**config.mk**
```make
export PLATFORM = sky130hd
export DESIGN_NAME = four_port_decoder
export DESIGN_NICKNAME = d
export VERILOG_FILES = /design/src/rtl/four_port_pkg.sv /design/src/rtl/four_port_decoder_onehot_check.sv /design/src/rtl/four_port_decoder.sv
export SDC_FILE = /design/constraint.sdc
export NUM_CORES = 1
export LEC_CHECK = 0
export ABC_AREA = 1
export CORE_UTILIZATION = 50
export CTS_BUF_LIST = sky130_fd_sc_hd__clkbuf_4 sky130_fd_sc_hd__clkbuf_8
export DETAILED_ROUTE_END_ITERATION = 8
export HOLD_SLACK_MARGIN = 0.06
export PLACE_DENSITY = 0.78
export SLEW_MARGIN = 20
export SYNTH_ARGS = -nofsm -noshare
export SYNTH_HDL_FRONTEND = slang
export SYNTH_SLANG_ARGS = --single-unit
```
**constraint.sdc**
```tcl
create_clock -name clk -period 1.2 [get_ports clk]
set_input_delay 0.24 -clock clk [delete_from_list [all_inputs] [get_ports clk]]
set_output_delay 0.24 -clock clk [all_outputs]
set_load 0.05 [all_outputs]
```
**src/rtl/four_port_pkg.sv**
```systemverilog
// four_port_pkg
// Shared definitions for the four-port word-line decoder.
//   state_t  : decoder FSM states (IDLE, COLLECT, OUT)
//   N_PORTS  : default number of word-line ports
//   CNT_W    : width of the accepted-code counter (0..4)
//   TMO_W    : width of the COLLECT idle-timeout counter
//   CNT_MAX  : saturation value of the accepted-code counter
package four_port_pkg;

  localparam int N_PORTS = 4;
  localparam int CNT_W   = 3;
  localparam int TMO_W   = 8;

  localparam logic [CNT_W-1:0] CNT_MAX = 3'd4;

  typedef enum logic [1:0] {
    IDLE    = 2'd0,
    COLLECT = 2'd1,
    OUT     = 2'd2
  } state_t;

endpackage

```
**src/rtl/four_port_decoder_onehot_check.sv**
```systemverilog
// onehot_check
// Combinational code checker for the word-line decoder. Only instantiated
// when FOUR_PORT_DECODER_CHECK_EN is defined.
// Ports:
//   code       in  N  incoming word-line code
//   vec        in  N  vector merged so far in the current frame
//   is_onehot  out 1  code has exactly one bit set
//   is_dup     out 1  code shares a bit with vec (port already seen)
module onehot_check #(
  parameter int N = 4
) (
  input  logic [N-1:0] code,
  input  logic [N-1:0] vec,
  output logic         is_onehot,
  output logic         is_dup
);

  // Exactly one bit set: nonzero and clearing the lowest set bit leaves 0.
  assign is_onehot = (code != '0) && ((code & (code - 1'b1)) == '0);
  assign is_dup    = |(code & vec);

endmodule

```
**src/rtl/four_port_decoder.sv**
```systemverilog
// four_port_decoder
// Receive side of the four-port one-hot encoder link. Merges the serial
// stream of one-hot word-line codes back into the request vector and
// presents it with a one-cycle valid pulse when the encoder signals done.
//
// Configuration: define FOUR_PORT_DECODER_CHECK_EN to build in the code
// checker (multi-bit and duplicate-port codes are rejected and flag err_o).
// Without it every nonzero code is merged and err_o is tied to 0.
//
// Ports:
//   clk          in   1        system clock, rising edge
//   rst          in   1        synchronous active-high reset
//   wl_i         in   N_PORTS  incoming one-hot code
//   valid_i      in   1        wl_i qualifier
//   done_i       in   1        end-of-frame level from the encoder
//   wl_vec_o     out  N_PORTS  reconstructed request vector
//   vec_valid_o  out  1        one-cycle pulse: wl_vec_o holds a completed frame
//   count_o      out  3        codes accepted in the current or last frame
//   busy_o       out  1        high while collecting a frame
//   err_o        out  1        sticky frame error (checker build only)
//   state_dbg    out  2        current FSM state (state_t encoding)
//
// Handshake: there is no backpressure. A code is taken on any rising edge
// where valid_i is high and wl_i is nonzero; valid_i with wl_i == 0 carries
// nothing. done_i is a level sampled only while collecting; a code and
// done_i on the same edge close the frame with that code included.
module four_port_decoder
  import four_port_pkg::*;
#(
  parameter int N_PORTS = four_port_pkg::N_PORTS,
  parameter int TIMEOUT = 15
) (
  input  logic               clk,
  input  logic               rst,
  input  logic [N_PORTS-1:0] wl_i,
  input  logic               valid_i,
  input  logic               done_i,
  output logic [N_PORTS-1:0] wl_vec_o,
  output logic               vec_valid_o,
  output logic [CNT_W-1:0]   count_o,
  output logic               busy_o,
  output logic               err_o,
  output logic [1:0]         state_dbg
);

  state_t           state;
  logic [TMO_W-1:0] tmo_cnt;

  logic accept_code;
  logic good_code;
  logic frame_start;
  logic tmo_abort;

  assign state_dbg = state;

  always_comb begin
    accept_code = 1'b0;
    frame_start = 1'b0;
    tmo_abort   = 1'b0;
    accept_code = valid_i && (wl_i != '0);
    frame_start = (state == IDLE) && accept_code;
    // The abort fires on the idle cycle that would take the counter to TIMEOUT.
    tmo_abort   = (state == COLLECT) && !done_i && !valid_i &&
                  (tmo_cnt == TMO_W'(TIMEOUT - 1));
  end

`ifdef FOUR_PORT_DECODER_CHECK_EN
  logic [N_PORTS-1:0] chk_vec;
  logic               is_onehot;
  logic               is_dup;
  logic               bad_code;

  // The first code of a frame is checked against an empty vector, since the
  // previous frame's vector is about to be discarded.
  assign chk_vec = (state == IDLE) ? '0 : wl_vec_o;

  onehot_check #(
    .N (N_PORTS)
  ) u_onehot_check (
    .code      (wl_i),
    .vec       (chk_vec),
    .is_onehot (is_onehot),
    .is_dup    (is_dup)
  );

  assign good_code = is_onehot && !is_dup;
  assign bad_code  = accept_code && !good_code && (state != OUT);

  // Set wins over the frame-start clear so a bad first code is still flagged.
  always_ff @(posedge clk) begin
    if (rst) begin
      err_o <= 1'b0;
    end else if (bad_code || tmo_abort) begin
      err_o <= 1'b1;
    end else if (frame_start) begin
      err_o <= 1'b0;
    end
  end
`else
  assign good_code = 1'b1;
  assign err_o     = 1'b0;
`endif

  always_ff @(posedge clk) begin
    if (rst) begin
      state       <= IDLE;
      wl_vec_o    <= '0;
      vec_valid_o <= 1'b0;
      count_o     <= '0;
      busy_o      <= 1'b0;
      tmo_cnt     <= '0;
    end else begin
      case (state)
        IDLE: begin
          vec_valid_o <= 1'b0;
          if (frame_start) begin
            state   <= COLLECT;
            busy_o  <= 1'b1;
            tmo_cnt <= '0;
            if (good_code) begin
              wl_vec_o <= wl_i;
              count_o  <= CNT_W'(1);
            end else begin
              wl_vec_o <= '0;
              count_o  <= '0;
            end
          end
        end

        COLLECT: begin
          if (accept_code) begin
            tmo_cnt <= '0;
            if (good_code) begin
              wl_vec_o <= wl_vec_o | wl_i;
              if (count_o != CNT_MAX) begin
                count_o <= count_o + CNT_W'(1);
              end
            end
          end
          if (done_i) begin
            state       <= OUT;
            busy_o      <= 1'b0;
            vec_valid_o <= 1'b1;
          end else if (tmo_abort) begin
            state    <= IDLE;
            busy_o   <= 1'b0;
            wl_vec_o <= '0;
            tmo_cnt  <= '0;
          end else if (!valid_i) begin
            tmo_cnt <= tmo_cnt + TMO_W'(1);
          end
        end

        OUT: begin
          // Codes arriving here are dropped; the encoder never sends one.
          vec_valid_o <= 1'b0;
          state       <= IDLE;
        end

        default: begin
          state       <= IDLE;
          vec_valid_o <= 1'b0;
          busy_o      <= 1'b0;
        end
      endcase
    end
  end

endmodule

```
Word level (Yosys, flattened, before mapping)
Cells that the tools add are included.

Bits in registers: 19. Bits in latches: 0. Bits in writable memories: 0. Bits in read-only memories: 0. Output and inout port bits: 12. Word-level logic and storage cells: 57. Memories kept: 0.

$add $sub $neg: 2. Multipliers: 0. Div/mod/pow operators: 0. Order comparisons: 0. Equal/unequal tests: 8. Shift-type cells: 0. Muxes and demuxes: 23. Bitwise gates (word level): 3. Reduce and logical (&&, ||, !) cells: 15.

Operators with widths (count): $mux W8 (5); $mux W4 (4); $pmux W8 S2 (1); $mux W3 (3); $add A8 B1 Y8 const B (1); $eq A8 B4 Y1 const B (1); $pmux W4 S2 (1); $mux W2 (3); $ne A3 B3 Y1 const B (2); $pmux W3 S2 (1); $logic_and A1 B1 Y1 (5); $ne A2 B2 Y1 const B (2); $or A4 B4 Y4 (1); $pmux W2 S2 (1); $reduce_and A2 Y1 (2); $reduce_and A4 Y1 (1); $reduce_bool A4 Y1 (1); $add A3 B1 Y3 const B (1); $mux W1 (3); $pmux W1 S3 (1); $reduce_and A3 Y1 (1); $eq A2 B1 Y1 const B (1); $eq A2 B2 Y1 const B (1); $logic_not A1 Y1 (2); other kinds (5) (6).

Logic depth before layout (Yosys ltp)
Gate-level depths: netlist (run 1).

Word-level depth: 7. Mapped depth: 9. Gate-level depth less buffers: 9.

Least setup slack after synthesis (run 1)
Ideal clock, no wire load.

Path kind: register to register. Start: register count_o[0]. End: register count_o[1]. Arrival: 1502 ps. Required time: 1129 ps. Setup slack: -372 ps. Stages on the path, launching flop included: 8. Buffers on the path: 0. Clock period less this slack: 1572 ps. Path through: dfxtp_1 -> inv_1 -> ha_1 -> nand2_1 -> nor2_1 -> nor3_1 -> nand3_1 -> a21oi_1.

Word-level cells in the longest chain between the ends: 4.

RTL lines: start, declared (RTL line four_port_decoder.sv:40) `output logic [CNT_W-1:0] count_o,`; start signal, assigned (RTL line four_port_decoder.sv:136) `count_o <= count_o + CNT_W'(1);`; $add A3 B1 Y3 (RTL line four_port_decoder.sv:136); $mux W3 (RTL line four_port_decoder.sv:135) `if (count_o != CNT_MAX) begin`; $mux W3 (RTL line four_port_decoder.sv:131) `if (accept_code) begin`; $pmux W3 S2 (RTL line four_port_decoder.sv:113) `case (state)`.

Several ways; a longest one is shown, not always the timed one. The select of a mux whose other input is x is not followed. A chain may end at the register's enable or synchronous reset.

Final worst setup path (run 1)
Start: register tmo_cnt[0]. End: register busy_o.

Word-level cells in the longest chain between the ends: 4.

RTL lines: start, declared (RTL line four_port_decoder.sv:47) `logic [TMO_W-1:0] tmo_cnt;`; start signal, assigned (RTL line four_port_decoder.sv:150) `tmo_cnt <= tmo_cnt + TMO_W'(1);`; $eq A8 B4 Y1 (RTL line four_port_decoder.sv:64) `(tmo_cnt == TMO_W'(TIMEOUT - 1));`; $logic_and A1 B1 Y1 (RTL line four_port_decoder.sv:63) `tmo_abort = (state == COLLECT) && !done_i && !valid_i &&`; $ne A3 B3 Y1 (no line); $reduce_and A3 Y1 (no line); end signal, assigned (RTL line four_port_decoder.sv:110) `busy_o <= 1'b0;`; end signal, assigned (RTL line four_port_decoder.sv:118) `busy_o <= 1'b1;`; end signal, assigned (RTL line four_port_decoder.sv:142) `busy_o <= 1'b0;`; end, declared (RTL line four_port_decoder.sv:41) `output logic busy_o,`.

Every way passes these cells.

==> results.json, run 1 <==
{
  "outcome": "finished, violations left",
  "violations": "negative setup slack",
  "final.min_clock_period_ps": 1320,
  "comb_power_share_pct": 40.0,
  "clk_pin_slew_ps": 120,
  "rows": 17,
  "dpl.hpwl_um": 2550,
  "rsz0062_at_grt": "yes",
  "crit_arrival_ps": 1550,
  "dpl_worst_slack_ps": -473,
  "cts_made_buffers": 3,
  "synth_cell_types": 23,
  "core-area_um2": 2300,
  "first_global_vias": 1413,
  "grt_first_pass_wirelength_um": 6400,
  "start_util_pct": 54.8,
  "seq_area_um2": 402,
  "critPathLaunch": "tmo_cnt[0]",
  "pin_count": 20,
  "vias": 1503,
  "grt_use_total_pct": 32.3,
  "setup_violations": 14,
  "tritoncts": "built",
  "power.total_mw": 1.83,
  "path_buf_inv": 2,
  "crit_type": "reg2reg",
  "drc": 0,
  "final_hold_viol_count": 0,
  "endpoint_kind": "flip-flop",
  "die_y_um": 52.2,
  "maxCapViolCount": 0,
  "reg2reg_from": "tmo_cnt[0]",
  "clock_tree.buffer_depth": 2,
  "p_int_mw": 1.13,
  "final_common_cell": "nand2_1",
  "slowest_delay_ps": 350,
  "layout-drive-gt1-share_pct": 45.0,
  "cp_common_cell": "nand2_2",
  "fillers": 125,
  "worstHoldPathType": "in2reg",
  "mappedNetlistArea_um2": 1260,
  "p_sw_share_pct": 38.3,
  "ys.warnings.count": 0,
  "p_sw_mw": 0.700,
  "gp_congestion": 0.806,
  "dpl-instance-area_um2": 1720,
  "die_w_um": 52.2,
  "power.density_nw_per_um2": 915,
  "mostFrequentLayoutCells": "45 x nand2_1, 21 x buf_4, 17 x inv_1",
  "synth_fp_nets": 204,
  "clk_latency_ps": 320,
  "cts_num_sinks": 19,
  "path_max_fanout": 3,
  "hp-start": "wl_i[0]",
  "crit_required_ps": 1430,
  "area_growth_pct": 58.6,
  "synth-seq-cells": 19,
  "postCtsHoldBufs": 0,
  "path_delay_family": "simple AND/OR/NAND/NOR gates",
  "startpoint_type": "flip-flop",
  "port_buffers": 18,
  "synthCells": 192,
  "wirelength_um": 4040,
  "drt_iter0_drc": 72,
  "cp_cell_sequence": "inv_2 -> ha_4 -> nand2_2 -> nor2_2 -> nand2_2 -> nand2_4 -> buf_6 -> nand2_2 -> nand2_1 -> a21oi_1",
  "nNetsFinal": 251,
  "drtAntennaViolNets": 0,
  "synth_area_per_cell_um2": 6.56,
  "viasPerCell": 5.65,
  "ys_seq_area_share_pct": 30.2,
  "period_share_pct": 110,
  "whs_ps": 329,
  "cts_root_buf": "clkbuf_4",
  "pwr-share-clk_pct": 19.6,
  "peakVddDrop_mv": 0.909,
  "p_seq_share_pct": 40.4,
  "antenna_found_initial": 0,
  "grt_remaining_overflow": 0,
  "drv_slew": 0,
  "clock-skew-final_ps": 6.41,
  "max_freq_ghz": 0.760,
  "p_leak_nw": 0.839,
  "cp_slowest_cell": "dfxtp_2",
  "multi_input_area_um2": 875,
  "setup_slack_ps": -115,
  "drt-pass1-iter-count": 4,
  "fin_util_pct": 87.0,
  "cts_max_level": 1,
  "die-area_um2": 2720,
  "design_area_um2": 2000,
  "wl_per_cell_um": 15.2,
  "n_antenna_cell": 0,
  "grt_max_degree": 12
}
==> state kept, by name, indices dropped and copies added, names as in the netlist <==
register / flops
wl_vec_o: 4
state_dbg: 2
count_o: 3
tmo_cnt: 8
busy_o: 1
vec_valid_o: 1
==> layer usage <==
metal,wire (µm),GRT usage [%],vias to the layer above
met3,275,7.25,21
met5,0,0,-
met4,143,13.6,0
met1,1530,37.5,701
met2,2090,56.4,80
li1,-,-,701
==> power groups by stage <==
stage	Sequential [mW]	Combinational, mW	Clock [mW]
3_5_place_dp	0.743	0.615	0
4_1_cts	0.735	0.683	0.354
5_1_grt	0.745	0.781	0.382
3_3_place_gp	0.739	0.592	0
2_1_floorplan	0.819	0.274	0
6_report	0.739	0.731	0.359
==> per-stage QoR <==
step | std cells | TNS (ps)
after floorplan | 192 | 0
after global placement | 254 | -5900
after detailed placement | 254 | -6820
after CTS | 261 | -337
after global routing | 266 | -1760
final | 266 | -720
==> timing repair <==
action / 4_1_cts / 5_1_grt
endpoints found under the setup margin: 19 / 20
pin swaps: 13 / 10
buffers inserted: 3 / 5
resized for setup: 45 / 24
==> cells in the mapped netlist <==
cell type | instances | area, µm²
nand2_1 | 51 | 191
nand3_1 | 23 | 115
inv_1 | 21 | 78.8
dfxtp_1 | 19 | 380
nor2_1 | 17 | 63.8
o21ai_0 | 12 | 60.1
a21oi_1 | 10 | 50.1
a21oi_2 | 6 | 52.6
buf_6 | 4 | 45.0
ha_1 | 4 | 50.1
nor2_2 | 4 | 25.0
nand2_2 | 3 | 18.8
nand2_4 | 3 | 33.8
clkinv_2 | 2 | 10.0
inv_4 | 2 | 12.5
nand3_2 | 2 | 20.0
nor3_1 | 2 | 10.0
o21ai_1 | 2 | 10.0
buf_4 | 1 | 7.51
clkbuf_1 | 1 | 3.75
conb_1 | 1 | 3.75
o21ai_2 | 1 | 8.76
xnor2_1 | 1 | 8.76
==> final timing paths <==
check | endpoint | slack (ps) | cells after the start
setup / recovery | busy_o | -120 | 10
hold / removal | wl_vec_o[0] | 330 | 3
setup reg to reg | busy_o | -120 | 10
hold reg to reg | wl_vec_o[0] | 520 | 2
==> worst min-delay path, cell delays in order <==
cell and delay [ps]:
dlygate4sd2_1 240, nand3_1 70, a21oi_1 60
==> area by class of cell <==
class / count / area share (%)
tap: 28 / 1.75
multi-input combinational: 142 / 43.8
clock inverter: 1 / 0.250
inverter: 25 / 5.39
timing repair buffer: 48 / 27.6
sequential: 19 / 20.1
clock buffer: 3 / 1.13
==> kinds of logic (layout without fill, tap and decap cells) <==
group,count (synthesis),after routing,synth area share [%]
AND/OR/NAND/NOR,105,105,37.9
AO/OA/AOI/OAI,31,31,14.4
buffers and inverters,31,77,12.5
flip-flops,19,19,30.2
adder cells (fa/ha/maj),4,4,3.97
other,1,1,0.298
XOR/XNOR,1,1,0.695
(Power assumes the default switching activity.)
==> run 2: changes to the inputs <==
Settings changed: TNS_END_PERCENT set to 50.
==> run 2 against run 1 <==
  * The run still ends with negative setup slack left
  * Clock power is essentially flat
  * Count of clock-buffer cells in the layout is the same
  * First-iteration DRC count grew 28%
  * Sequential share of layout area grew 0.25 points
  * Critical path type unchanged
  * Largest power group unchanged
==> results.json, run 2 (same netlist as run 1, synthesis figures left out) <==
{
  "cts_num_sinks": 19,
  "largest-register": "tmo_cnt",
  "violations": "negative setup slack",
  "grt_max_degree": 12,
  "rsz0062_at_grt": "yes",
  "final_common_cell": "nand2_1",
  "pwr-share-clk_pct": 19.6,
  "comb_power_share_pct": 39.8,
  "gp_congestion": 0.806,
  "fillers": 130,
  "grt_remaining_overflow": 0,
  "startpoint_type": "flip-flop",
  "p_leak_nw": 0.823,
  "peakVddDrop_mv": 0.928,
  "cts_root_buf": "clkbuf_4",
  "m1WireLength_um": 1530,
  "wirelength_um": 4010,
  "clk_latency_ps": 320,
  "tritoncts": "built",
  "antenna_found_initial": 0,
  "final.min_clock_period_ps": 1360,
  "p_sw_share_pct": 38.2,
  "clk_pin_slew_ps": 120,
  "drt-pass1-iter-count": 6,
  "cts_made_buffers": 3,
  "postCtsHoldBufs": 0,
  "path_max_fanout": 4,
  "nNetsFinal": 248,
  "worstHoldPathType": "in2reg",
  "endpoint_kind": "flip-flop",
  "largest_reg_flops": 8,
  "highest_layer": "met4",
  "met3WireLength_um": 281,
  "period_share_pct": 113,
  "drc": 0,
  "viasPerCell": 5.68,
  "crit_arrival_ps": 1580,
  "p_sw_mw": 0.695,
  "clock_tree.buffer_depth": 2,
  "p_int_mw": 1.12,
  "cp_cell_sequence": "nand2_1 -> nor2_1 -> nand2_2 -> nand2_4 -> buf_6 -> nand2_2 -> nand2_1 -> a21oi_1",
  "final_hold_viol_count": 0,
  "path_delay_family": "simple AND/OR/NAND/NOR gates",
  "tns_ps": -1090,
  "maxCapViolCount": 0,
  "dpl.hpwl_um": 2550,
  "first_global_vias": 1401,
  "core-area_um2": 2300,
  "mostFrequentLayoutCells": "46 x nand2_1, 18 x buf_4, 17 x inv_1",
  "top_regs": "tmo_cnt: 8 flops, wl_vec_o: 4 flops, count_o: 3 flops",
  "design_area_um2": 1970,
  "layout-drive-gt1-share_pct": 43.8,
  "cp_slowest_cell": "dfxtp_1",
  "rows": 17,
  "dpl-instance-area_um2": 1720,
  "die-area_um2": 2720,
  "cts_max_level": 1,
  "drv_slew": 0,
  "die_w_um": 52.2,
  "vias": 1493,
  "path_buf_inv": 1,
  "outcome": "finished, violations left",
  "wl_per_cell_um": 15.2,
  "drt_iter0_drc": 92,
  "die_y_um": 52.2,
  "max_freq_ghz": 0.737,
  "grt_first_pass_wirelength_um": 6440,
  "start_util_pct": 54.8,
  "met2_wirelength_um": 2040,
  "slowest_delay_ps": 380,
  "setup_slack_ps": -157,
  "pin_count": 20,
  "grt_use_total_pct": 32.5,
  "crit_required_ps": 1420,
  "drtAntennaViolNets": 0,
  "power.density_nw_per_um2": 921,
  "port_buffers": 18,
  "setup_violations": 13,
  "area_growth_pct": 56.6,
  "whs_ps": 342,
  "n_antenna_cell": 0,
  "clock-skew-final_ps": 6.08,
  "p_seq_share_pct": 40.6,
  "crit_type": "reg2reg"
}
## run 2: cell types whose count changed in the layout (fill, tap and decap cells not counted)
cell | previous run | this run
o21ai_1 | 11 | 10
nand2_1 | 45 | 46
o21ai_0 | 1 | 2
nand2_2 | 7 | 6
buf_4 | 21 | 18
## run 2: routing by layer
layer / track usage (%) / vias to the layer above
met3: 7.25 / 22
met4: 12.3 / 0
met2: 56.6 / 90
li1: - / 695
met5: 0 / -
met1: 38.4 / 686
## run 2: metrics by stage
| stage | std cells | total power [mW] | setup WS (ps) | utilization, % |
|---|---|---|---|---|
| after floorplan | 192 | 1.09 | 10.9 | - |
| after global placement | 254 | 1.33 | -388 | 74.7 |
| after detailed placement | 254 | 1.36 | -473 | 74.7 |
| after CTS | 261 | 1.77 | -57.0 | 82.5 |
| after global routing | 263 | 1.90 | -213 | 85.9 |
| final | 263 | 1.82 | -157 | 85.9 |
## run 2: cell type report
cell class,instances,area (µm²),area share [%]
multi-input combinational,142,872,44.2
timing repair buffer,45,529,26.8
sequential,19,402,20.4
inverter,25,108,5.45
tap,28,35.0,1.78
clock buffer,3,22.5,1.14
clock inverter,1,5.00,0.254
## run 2: timing repair
action / in CTS / in global routing
endpoints found under the setup margin: 19 / 20
cloned: 0 / 0
resized for setup: 43 / 24
pin swaps: 13 / 10
buffers inserted: 3 / 2
## run 2: worst register-to-register path, delay by kind of cell, from the launching register on
kind                   cells  cell delay [ps]
buffers and inverters      1              110
and+or+nand+nor            6              710
AOI/OAI and AO/OA          1               60
DFF                        1              380
## run 2: final timing paths
kind	startpoint	endpoint	slack, ps	depth (start not counted)
hold / removal	wl_i[0]	wl_vec_o[0]	340	3
hold reg to reg	wl_vec_o[0]	wl_vec_o[0]	510	2
setup / recovery	tmo_cnt[2]	busy_o	-160	8
setup reg to reg	tmo_cnt[2]	busy_o	-160	8
## run 2: power by group through the flow
| stage | Combinational (mW) | Clock [mW] | Sequential [mW] |
|---|---|---|---|
| after global placement | 0.592 | 0 | 0.739 |
| final | 0.722 | 0.357 | 0.738 |
| after detailed placement | 0.615 | 0 | 0.743 |
| after CTS | 0.680 | 0.354 | 0.735 |
| after floorplan | 0.274 | 0 | 0.819 |
| after global routing | 0.772 | 0.382 | 0.744 |
